**config.mk**
```make
export PLATFORM = sky130hd
export DESIGN_NAME = vga_frame_engine_flat
export DESIGN_NICKNAME = d
export VERILOG_FILES = /design/src/rtl/vga_pkg.sv /design/src/rtl/vga_frame_engine_if.sv /design/src/rtl/vga_timing_gen.sv /design/src/rtl/vga_frame_engine.sv /design/src/flat_wrapper.sv
export SDC_FILE = /design/constraint.sdc
export NUM_CORES = 1
export LEC_CHECK = 0
export ABC_AREA = 1
export CAP_MARGIN = 20
export CORE_ASPECT_RATIO = 0.5
export CORE_MARGIN = 8
export CORE_UTILIZATION = 30
export CTS_BUF_LIST = sky130_fd_sc_hd__clkbuf_4
export CTS_CLUSTER_SIZE = 20
export DETAILED_ROUTE_END_ITERATION = 6
export HOLD_SLACK_MARGIN = 0.05
export PLACE_DENSITY = 0.47
export SYNTH_ARGS = -nofsm -noshare
export SYNTH_HDL_FRONTEND = slang
export SYNTH_HIERARCHICAL = 1
export SYNTH_SLANG_ARGS = --single-unit
```
**constraint.sdc**
```tcl
create_clock -name mhz25_clock -period 1.95 [get_ports mhz25_clock]
set_input_delay 0.195 -clock mhz25_clock [delete_from_list [all_inputs] [get_ports mhz25_clock]]
set_output_delay 0.195 -clock mhz25_clock [all_outputs]
set_load 0.02 [all_outputs]
```
**src/rtl/vga_pkg.sv**
```systemverilog
// Shared definitions for the VGA frame engine: default 640x480@60 timing,
// sync polarity and display mode encoding.
package vga_pkg;

  localparam int unsigned VGA_HD = 640;
  localparam int unsigned VGA_HF = 16;
  localparam int unsigned VGA_HR = 96;
  localparam int unsigned VGA_HB = 48;
  localparam int unsigned VGA_VD = 480;
  localparam int unsigned VGA_VF = 10;
  localparam int unsigned VGA_VR = 2;
  localparam int unsigned VGA_VB = 33;

  // Level of the sync pulses while asserted; 640x480@60 uses negative sync.
  localparam logic SYNC_ACTIVE_LOW = 1'b0;

  typedef enum logic {
    MODE_SOLID = 1'b0,
    MODE_BARS  = 1'b1
  } mode_e;

endpackage

```
**src/rtl/vga_frame_engine_if.sv**
```systemverilog
// Host-side bus of the frame engine: output-register data, mode select and
// the FGO flag handshake.
interface vga_frame_engine_if #(
  parameter int unsigned DATA_W = 8
);
  logic [DATA_W-1:0] outr_outdata;
  logic              outr_valid;
  logic              display_mode;
  logic              flag_ack;
  logic              output_went_flag;

  modport master (
    output outr_outdata, outr_valid, display_mode, flag_ack,
    input  output_went_flag
  );

  modport slave (
    input  outr_outdata, outr_valid, display_mode, flag_ack,
    output output_went_flag
  );
endinterface

```
**src/rtl/vga_timing_gen.sv**
```systemverilog
// Programmable H/V raster counters with registered sync, blanking,
// coordinates and a frame-start pulse (one cycle behind the counters).
module vga_timing_gen
  import vga_pkg::*;
#(
  parameter int unsigned HD     = VGA_HD,
  parameter int unsigned HF     = VGA_HF,
  parameter int unsigned HR     = VGA_HR,
  parameter int unsigned HB     = VGA_HB,
  parameter int unsigned VD     = VGA_VD,
  parameter int unsigned VF     = VGA_VF,
  parameter int unsigned VR     = VGA_VR,
  parameter int unsigned VB     = VGA_VB,
  parameter logic        HS_POL = SYNC_ACTIVE_LOW,
  parameter logic        VS_POL = SYNC_ACTIVE_LOW,
  localparam int unsigned H_TOTAL = HD + HF + HR + HB,
  localparam int unsigned V_TOTAL = VD + VF + VR + VB,
  localparam int unsigned HC_W    = $clog2(H_TOTAL),
  localparam int unsigned VC_W    = $clog2(V_TOTAL)
) (
  input  logic            clk,
  input  logic            rst_n,
  output logic            hsynch,
  output logic            vsynch,
  output logic            video_on,
  output logic [HC_W-1:0] pixel_x,
  output logic [VC_W-1:0] pixel_y,
  output logic            frame_start,
  output logic [HC_W-1:0] hc,
  output logic            active_c,
  output logic            frame_end_c
);

  logic [HC_W-1:0] hc_q, hc_d;
  logic [VC_W-1:0] vc_q, vc_d;
  logic            hsynch_q, hsynch_d;
  logic            vsynch_q, vsynch_d;
  logic            video_on_q, video_on_d;
  logic [HC_W-1:0] pixel_x_q, pixel_x_d;
  logic [VC_W-1:0] pixel_y_q, pixel_y_d;
  logic            frame_start_q, frame_start_d;
  logic [31:0]     hc_u, vc_u;
  logic            line_end_c;

  // Counter advance plus decode of the current position into next outputs.
  always_comb begin
    hc_u        = 32'(hc_q);
    vc_u        = 32'(vc_q);
    hc_d        = hc_q + 1'b1;
    vc_d        = vc_q;
    line_end_c  = (hc_u == H_TOTAL - 1);
    frame_end_c = line_end_c && (vc_u == V_TOTAL - 1);
    active_c    = (hc_u < HD) && (vc_u < VD);

    if (line_end_c) begin
      hc_d = '0;
      vc_d = frame_end_c ? '0 : vc_q + 1'b1;
    end

    hsynch_d      = ((hc_u >= HD + HF) && (hc_u < HD + HF + HR)) ? HS_POL : ~HS_POL;
    vsynch_d      = ((vc_u >= VD + VF) && (vc_u < VD + VF + VR)) ? VS_POL : ~VS_POL;
    video_on_d    = active_c;
    pixel_x_d     = hc_q;
    pixel_y_d     = vc_q;
    frame_start_d = (hc_q == '0) && (vc_q == '0);
  end

  always_ff @(posedge clk or negedge rst_n) begin
    if (!rst_n) begin
      hc_q          <= '0;
      vc_q          <= '0;
      hsynch_q      <= ~HS_POL;
      vsynch_q      <= ~VS_POL;
      video_on_q    <= 1'b0;
      pixel_x_q     <= '0;
      pixel_y_q     <= '0;
      frame_start_q <= 1'b0;
    end else begin
      hc_q          <= hc_d;
      vc_q          <= vc_d;
      hsynch_q      <= hsynch_d;
      vsynch_q      <= vsynch_d;
      video_on_q    <= video_on_d;
      pixel_x_q     <= pixel_x_d;
      pixel_y_q     <= pixel_y_d;
      frame_start_q <= frame_start_d;
    end
  end

  assign hsynch      = hsynch_q;
  assign vsynch      = vsynch_q;
  assign video_on    = video_on_q;
  assign pixel_x     = pixel_x_q;
  assign pixel_y     = pixel_y_q;
  assign frame_start = frame_start_q;
  assign hc          = hc_q;

endmodule

```
**src/rtl/vga_frame_engine.sv**
```systemverilog
// VGA frame engine: tear-free data capture at frame boundaries, solid or
// bit-bar colour generation, and the full-frame-shown (FGO) flag.
module vga_frame_engine
  import vga_pkg::*;
#(
  parameter int unsigned DATA_W = 8,
  parameter int unsigned HD     = VGA_HD,
  parameter int unsigned HF     = VGA_HF,
  parameter int unsigned HR     = VGA_HR,
  parameter int unsigned HB     = VGA_HB,
  parameter int unsigned VD     = VGA_VD,
  parameter int unsigned VF     = VGA_VF,
  parameter int unsigned VR     = VGA_VR,
  parameter int unsigned VB     = VGA_VB,
  parameter logic        HS_POL = SYNC_ACTIVE_LOW,
  parameter logic        VS_POL = SYNC_ACTIVE_LOW,
  localparam int unsigned H_TOTAL = HD + HF + HR + HB,
  localparam int unsigned V_TOTAL = VD + VF + VR + VB,
  localparam int unsigned HC_W    = $clog2(H_TOTAL),
  localparam int unsigned VC_W    = $clog2(V_TOTAL),
  localparam int unsigned PC_W    = $clog2(HD * VD + 1),
  localparam int unsigned BAR_W   = HD / DATA_W
) (
  input  logic              mhz25_clock,
  input  logic              reset,
  vga_frame_engine_if.slave bus,
  output logic              hsynch,
  output logic              vsynch,
  output logic [DATA_W-1:0] rgb,
  output logic              video_on,
  output logic [HC_W-1:0]   pixel_x,
  output logic [VC_W-1:0]   pixel_y,
  output logic              frame_start
);

  logic [HC_W-1:0]   hc;
  logic              active_c;
  logic              frame_end_c;

  logic [DATA_W-1:0] pending_q, pending_d;
  logic              pending_valid_q, pending_valid_d;
  logic [DATA_W-1:0] disp_q, disp_d;
  mode_e             mode_q, mode_d;
  logic              armed_q, armed_d;
  logic [PC_W-1:0]   pix_cnt_q, pix_cnt_d;
  logic              flag_q, flag_d;
  logic [DATA_W-1:0] rgb_q, rgb_d;

  logic [31:0]       bar_idx_c;
  logic [DATA_W-1:0] bar_shift_c;

  vga_timing_gen #(
    .HD(HD), .HF(HF), .HR(HR), .HB(HB),
    .VD(VD), .VF(VF), .VR(VR), .VB(VB),
    .HS_POL(HS_POL), .VS_POL(VS_POL)
  ) u_timing (
    .clk         (mhz25_clock),
    .rst_n       (reset),
    .hsynch      (hsynch),
    .vsynch      (vsynch),
    .video_on    (video_on),
    .pixel_x     (pixel_x),
    .pixel_y     (pixel_y),
    .frame_start (frame_start),
    .hc          (hc),
    .active_c    (active_c),
    .frame_end_c (frame_end_c)
  );

  // Capture, frame-boundary handover and flag; later assignments take priority.
  always_comb begin
    pending_d       = pending_q;
    pending_valid_d = pending_valid_q;
    disp_d          = disp_q;
    mode_d          = mode_q;
    armed_d         = armed_q;
    pix_cnt_d       = pix_cnt_q;
    flag_d          = flag_q;

    if (bus.flag_ack) flag_d = 1'b0;

    if (armed_q && (pix_cnt_q == PC_W'(HD * VD))) begin
      flag_d  = 1'b1;
      armed_d = 1'b0;
    end else if (armed_q && active_c) begin
      pix_cnt_d = pix_cnt_q + 1'b1;
    end

    if (frame_end_c) begin
      pix_cnt_d = '0;
      mode_d    = mode_e'(bus.display_mode);
      if (pending_valid_q) begin
        disp_d          = pending_q;
        pending_valid_d = 1'b0;
        armed_d         = 1'b1;
      end
    end

    if (bus.outr_valid) begin
      pending_d       = bus.outr_outdata;
      pending_valid_d = 1'b1;
      flag_d          = 1'b0;
    end
  end

  // Bar select by comparator chain; remainder columns fall into the last bar.
  always_comb begin
    bar_idx_c = '0;
    for (int unsigned i = 1; i < DATA_W; i++) begin
      if (32'(hc) >= i * BAR_W) bar_idx_c = i;
    end
    bar_shift_c = disp_q << bar_idx_c;

    rgb_d = '0;
    if (active_c) begin
      rgb_d = (mode_q == MODE_BARS) ? {DATA_W{bar_shift_c[DATA_W-1]}} : disp_q;
    end
  end

  always_ff @(posedge mhz25_clock or negedge reset) begin
    if (!reset) begin
      pending_q       <= '0;
      pending_valid_q <= 1'b0;
      disp_q          <= '0;
      mode_q          <= MODE_SOLID;
      armed_q         <= 1'b0;
      pix_cnt_q       <= '0;
      flag_q          <= 1'b0;
      rgb_q           <= '0;
    end else begin
      pending_q       <= pending_d;
      pending_valid_q <= pending_valid_d;
      disp_q          <= disp_d;
      mode_q          <= mode_d;
      armed_q         <= armed_d;
      pix_cnt_q       <= pix_cnt_d;
      flag_q          <= flag_d;
      rgb_q           <= rgb_d;
    end
  end

  assign rgb                  = rgb_q;
  assign bus.output_went_flag = flag_q;

endmodule

```
**src/flat_wrapper.sv**
```systemverilog
// flat-port wrapper written by rule: the top's interface ports become plain ports
module vga_frame_engine_flat import vga_pkg::*;
#(
  parameter int unsigned DATA_W = 8,
  parameter int unsigned HD     = VGA_HD,
  parameter int unsigned HF     = VGA_HF,
  parameter int unsigned HR     = VGA_HR,
  parameter int unsigned HB     = VGA_HB,
  parameter int unsigned VD     = VGA_VD,
  parameter int unsigned VF     = VGA_VF,
  parameter int unsigned VR     = VGA_VR,
  parameter int unsigned VB     = VGA_VB,
  parameter logic        HS_POL = SYNC_ACTIVE_LOW,
  parameter logic        VS_POL = SYNC_ACTIVE_LOW,
  localparam int unsigned H_TOTAL = HD + HF + HR + HB,
  localparam int unsigned V_TOTAL = VD + VF + VR + VB,
  localparam int unsigned HC_W    = $clog2(H_TOTAL),
  localparam int unsigned VC_W    = $clog2(V_TOTAL),
  localparam int unsigned PC_W    = $clog2(HD * VD + 1),
  localparam int unsigned BAR_W   = HD / DATA_W
)
  (mhz25_clock, reset, hsynch, vsynch, rgb, video_on, pixel_x, pixel_y, frame_start, bus_outr_outdata, bus_outr_valid, bus_display_mode, bus_flag_ack, bus_output_went_flag);
  vga_frame_engine_if #(.DATA_W(DATA_W)) bus_i ();
  input  logic mhz25_clock;
  input  logic reset;
  output logic hsynch;
  output logic vsynch;
  output logic [DATA_W-1:0] rgb;
  output logic video_on;
  output logic [HC_W-1:0] pixel_x;
  output logic [VC_W-1:0] pixel_y;
  output logic frame_start;
  input wire logic [$bits(bus_i.outr_outdata)-1:0] bus_outr_outdata;
  input wire logic [$bits(bus_i.outr_valid)-1:0] bus_outr_valid;
  input wire logic [$bits(bus_i.display_mode)-1:0] bus_display_mode;
  input wire logic [$bits(bus_i.flag_ack)-1:0] bus_flag_ack;
  output wire logic [$bits(bus_i.output_went_flag)-1:0] bus_output_went_flag;
  assign bus_i.outr_outdata = bus_outr_outdata;
  assign bus_i.outr_valid = bus_outr_valid;
  assign bus_i.display_mode = bus_display_mode;
  assign bus_i.flag_ack = bus_flag_ack;
  assign bus_output_went_flag = bus_i.output_went_flag;
  vga_frame_engine #(.DATA_W(DATA_W), .HD(HD), .HF(HF), .HR(HR), .HB(HB), .VD(VD), .VF(VF), .VR(VR), .VB(VB), .HS_POL(HS_POL), .VS_POL(VS_POL)) u_core (.mhz25_clock(mhz25_clock), .reset(reset), .bus(bus_i), .hsynch(hsynch), .vsynch(vsynch), .rgb(rgb), .video_on(video_on), .pixel_x(pixel_x), .pixel_y(pixel_y), .frame_start(frame_start));
endmodule
```
Word level (Yosys, flattened, before mapping)
Cells that the tools add are included.

cells by class
  $add $sub $neg = 3
  order comparisons = 13
  eq/ne operators = 4
  shifts and indexed selects = 1
  muxes and demuxes = 24
  reduce and logical (&&, ||, !) cells = 14

operators with widths
  operator                                                                count
  19-bit 2-to-1 mux                                                       3
  10-bit by 9-bit >= comparator with 1-bit output, second input constant  4
  10-bit by 1-bit adder with 10-bit output, second input constant         2
  10-bit equality test, second input constant                             2
  10-bit >= comparator, second input constant                             2
  10-bit by 8-bit >= comparator with 1-bit output, second input constant  2
  10-bit zero test                                                        2
  10-bit < comparator, second input constant                              2
  10-bit by 9-bit < comparator with 1-bit output, second input constant   2
  10-bit 2-to-1 mux                                                       2
  19-bit by 1-bit adder with 19-bit output, second input constant         1
  19-bit equality test, second input constant                             1
  8-bit 2-to-1 mux                                                        2
  3-bit 2-to-1 mux                                                        4
  1-bit 2-to-1 mux                                                        11
  10-bit by 7-bit >= comparator with 1-bit output, second input constant  1
  8-bit by 3-bit left shift with 8-bit output                             1
  1-bit logical AND                                                       7
  2-bit 2-to-1 mux                                                        2
  2-bit AND reduction                                                     2
  2-bit nonzero test                                                      2
  3-bit nonzero test                                                      1
  2-bit by 1-bit != test with 1-bit output, second input constant         1

storage, ports and cells
  flip-flop bits (word level) = 91
  input bits = 13
  output and inout port bits = 33

Depth between registers and ports, before layout
  word-level depth = 11
  depth in mapped cells = 16
  gate-level depth less buffers = 16

Modules after synthesis
Netlist, hierarchy kept.

modules (own cells, without submodules)
  module            times used  cells an instance  area an instance (um^2)  sequential area each (um^2)
  vga_frame_engine  1           308                2476.1                   1176.1
  vga_timing_gen    1           190                1875.5                   1103.6

Worst setup path before layout
OpenSTA, ideal clock, no wires.

  kind = register to register
  from = register u_core.u_timing.hc_q[9], in the netlist u_core/u_timing/hc[9]
  to = register u_core.pix_cnt_q[14]
  arrival time = 1980 ps
  required time = 1820 ps
  slack = -160 ps
  cell stages (with the launch flop) = 10
  clock period less this slack = 2110 ps
  cells stage by stage = dfrtp_1 nand2_2 inv_1 nor4_1 clkinv_1 nor2_8 inv_4 buf_6 o31ai_1 a21oi_1

between the ends
  word-level cells in the longest chain between the ends = 5
  elaborated cells between the ends (all ways) = 9
  those cells by class = order compare: 1; eq/ne: 2; mux: 1; reduce/logical: 5

ends and longest elaborated chain
  element                               RTL line                 source
  start: declaration                    vga_timing_gen.sv:34     logic [HC_W-1:0] hc_q, hc_d;
  start signal: assignment              vga_timing_gen.sv:70     hc_q <= '0;
  start signal: assignment              vga_timing_gen.sv:79     hc_q <= hc_d;
  10-bit < comparator                   vga_timing_gen.sv:53     active_c = (hc_u < HD) && (vc_u < VD);
  1-bit logical AND                     vga_timing_gen.sv:53
  net u_core.active_c                   vga_frame_engine.sv:37   logic active_c;
  1-bit logical AND                     vga_frame_engine.sv:85   end else if (armed_q && active_c) begin
  2-bit nonzero test (no source line)   n/a
  2-bit AND reduction (no source line)  n/a
  end signal: assignment                vga_frame_engine.sv:136  pix_cnt_q <= pix_cnt_d;
  end: declaration                      vga_frame_engine.sv:45   logic [PC_W-1:0] pix_cnt_q, pix_cnt_d;

The timed path passes the listed nets, and every way through them passes these cells.
A chain may end at the register's enable or synchronous reset.

Final worst setup path
  from = register u_core.pix_cnt_q[0]
  to = register u_core.pix_cnt_q[18]

between the ends
  word-level cells in the longest chain between the ends = 4
  elaborated cells between the ends (all ways) = 8
  those cells by class = add/sub: 1; eq/ne: 2; mux: 3; reduce/logical: 2

ends and longest elaborated chain
  element                                                                                  RTL line
  19-bit by 1-bit adder with 19-bit output / 19-bit equality test (equally long branches)  vga_frame_engine.sv:86, vga_frame_engine.sv:82
  19-bit 2-to-1 mux / 1-bit logical AND (equally long branches)                            vga_frame_engine.sv:85, vga_frame_engine.sv:82
  19-bit 2-to-1 mux / 2-bit by 1-bit != test with 1-bit output (equally long branches)     n/a
  19-bit 2-to-1 mux / 2-bit AND reduction (equally long branches)                          n/a

Parallel ways exist; a longest one is shown, timed or not. The select of a mux whose other input is x is not followed.

==> results by group <==
Global route
  • Remaining Overflow, GRT: 0
  • Initial antenna violation count: 0
  • Largest net degree at the start of global routing: 39
  • Total GRT Usage: about 12%
  • Vias in the first global route: 3543
  • First-pass GRT wire length: 17700 um

STA
  • Setup violations, final: 0
  • Final hold slack: between 0.2 and 0.25 ns
  • Peak Freq: 529 MHz
  • Clk_skew: 0.0195 ns
  • RSZ-0062 raised after global routing: true
  • Max Slew Vio Count: 0
  • Final period util: between 90% and 100%
  • Final hold vios: 0
  • Minimum clock period: about 1.9 ns
  • Sum Neg Setup Slack: 0 ns
  • Relative slew slack: roughly 65%
  • Slew @ Worst Pin: 0.518 ns

Synth
  • Mapped Area: 4350 sq um
  • Synth warn: 6
  • Syn Nets: approximately 520
  • Post-Syn Instances: 498
  • Mean post-synth cell area: 8.74 sq um
  • Register area share after synthesis: 52.4%
  • Yosys cell types: 41
  • Synth Register Bits: 91

Worst setup path
  • CP max-delay cell: dfrtp_1
  • CP required: about 2.3 ns
  • CP startpoint: u_core/pix_cnt_q[0]$_DFFE_PN0P_
  • Worst r2r src: u_core/pix_cnt_q[0]$_DFFE_PN0P_
  • Max FO, Critical Path: 7
  • CP bufs+invs: 3
  • Crit path kind: register to register
  • WP data arrival: about 2.2 ns
  • R2R cell count: 13
  • RR Endpoint: u_core/pix_cnt_q[18]$_DFFE_PN0P_
  • Crit path max-delay family: simple AND/OR/NAND/NOR gates
  • Crit-path cells: inv_2, ha_1, nand3_1, nor2_1, nand4_1, nand2_2, nor2_8, inv_4, buf_12, nor3b_4, nand3_1, nand2_1, nor2_1
  • R2R Setup Slk: 0.06 ns
  • CP Launch Type: register
  • Endpoint type of the worst setup path: register
  • Slowest stage delay, CP: 0.41 ns

Job
  • Max-cap violations: 0

Placement
  • Input/output buffers: between 40 and 50
  • Routability cong.: around 0.81
  • DP HPWL: 7790 um
  • Placed cell areas: 5450 sq um

Clocking
  • H-tree levels: 3
  • Clock Latency Late Sink: 0.45 ns
  • CTS Buffer Depth: 2
  • Num CTS Buffers: 9
  • CTS tree: done
  • Clock Pin Slew Worst Setup and Hold Paths: 0.15 ns
  • Clock sinks: 91
  • Root Buffer: clkbuf_4

Pwr
  • VDD IR max: 0.328 mV
  • Tot Pwr: 0.00308 W
  • Pwr/cell area: between 500 and 600 nW/um^2
  • Leak: 2.81 nW

Routing
  • Routed WL: 10600 um
  • Avg Vias per Cell: ~4.4
  • WL/cell: 13.0 um
  • Initial DRC Count: between 200 and 250
  • Post-route ant nets: 0
  • DR vias: 3604
  • DRC: 0
  • Pre-antenna DRT Iters: 4

Finish
  • N_diodes: 0
  • NumNets Final: 632
  • Most frequent cells in the layout: 101 x nand2_1, 86 x dfrtp_1, 61 x buf_4
  • P&R area growth vs syn: 33.4%
  • Final Util: around 41%
  • Filler cell count: around 1400
  • Post-route cell area: roughly 5800 sq um
  • Most common cell after layout, fill and taps aside: nand2_1
  • Proportion of layout cells with a drive suffix above 1: 23.5%

Die
  • Die area: 18800 sq um
  • Die height: 101 um
  • IO Count: 46
  • Row cnt: 31
  • Die Wd: 186 um
  • Starting Density: 30.4%
  • Core area: 14300 sq um

Outcome
  • Status: complete, no violations

Min path
  • Min-Delay Path Class: input port to asynchronous set/reset pin
## where the power goes
group          switching (W)  internal, W  leakage (nW)   total, W
sequential        0.00000321      0.00190          1.21    0.00191
combinational      0.0000589    0.0000380          1.54  0.0000968
clock               0.000681     0.000398        0.0706    0.00108
## final cells by class
class / instances / area [sq um] / area share, %
flip-flops and latches: 91 / 2280 / 39.3
repair buffers: 112 / 1000 / 17.3
well taps: 198 / 248 / 4.27
multi-input cells: 329 / 1850 / 31.9
inverters: 70 / 275 / 4.74
clock inverters: 7 / 75.1 / 1.29
clock buffers: 9 / 67.6 / 1.16
## registers in the layout, indices dropped and copies added (netlist names)
signal and cells:
u_core/pending_q 8, u_core/rgb 8, u_core/u_timing/pixel_y_d 10, u_core/u_timing/pixel_x 10
u_core/disp_q 8, u_core/u_timing/video_on 1, u_core/pix_cnt_q 19, u_core/mode_q 1
u_core/bus.output_went_flag 1, u_core/u_timing/hsynch 1, u_core/u_timing/hc 10, u_core/u_timing/frame_start 1
u_core/armed_q 1, u_core/pending_valid_q 1, u_core/u_timing/pixel_y 10, u_core/u_timing/vsynch 1
## cells in the mapped netlist, drive strengths merged
cell type	number	share of area, %
a21o	1	0.17
a21oi	11	1.3
a31oi	5	0.72
and2	1	0.14
buf	3	0.72
clkbuf	5	0.43
clkinv	1	0.086
dfrtp	89	51
dfstp	2	1.2
ha	6	1.7
inv	69	6.0
nand2	117	11
nand3	36	4.9
nand3b	2	0.34
nand4	8	1.2
nor2	58	6.6
nor3	18	2.7
nor3b	4	0.80
nor4	5	0.72
o211ai	1	0.17
o21ai	32	3.7
o31ai	7	1.3
or2	1	0.14
or3	1	0.14
xnor2	2	0.40
xor2	13	2.6
## logic make-up after synthesis
family | Yosys count | share of synthesized area, %
AOI/OAI and AO/OA | 57 | 7.33
xor gates and xnor gates | 15 | 3.02
adders and majority gates | 6 | 1.73
DFF | 91 | 52.4
buffers and inverters | 78 | 7.25
and+or+nand+nor | 251 | 28.3
## what timing repair did
item	in CTS	in global routing
setup buffers	0	12
gates cloned	0	0
resized for setup	2	45
pin swaps	0	10
endpoints found under the hold margin	36	0
setup endpoints to repair	9	26
hold buffers	1	0
## per-stage QoR
stage               setup slack [ns]  std cells
floorplan                    0.00511        498
global placement              0.0409        787
detailed placement           -0.0194        787
CTS                          -0.0224        804
global route                 -0.0867        816
finish                        0.0580        816
## per-layer routing
layer,up-vias,share of wire [%],GRT usage [%]
li1,1834,-,-
met1,1701,50,15.4
met2,57,44,18.2
met3,12,4.5,3.30
met4,0,1.3,3.30
met5,-,0,0
## worst max-delay path by stage
stage,to,slack (ns),cells past startpoint
6_report,u_core/pix_cnt_q[18]$_DFFE_PN0P_,0.06,13
5_1_grt,u_core/pix_cnt_q[18]$_DFFE_PN0P_,-0.09,12
4_1_cts,u_core/pix_cnt_q[18]$_DFFE_PN0P_,-0.02,12
3_5_place_dp,u_core/rgb[4]$_DFF_PN0_,-0.02,17
3_3_place_gp,u_core/rgb[2]$_DFF_PN0_,0.04,17
2_1_floorplan,u_core/pix_cnt_q[14]$_DFFE_PN0P_,0.005,9
Note: power is estimated with default switching activity, not from simulation.
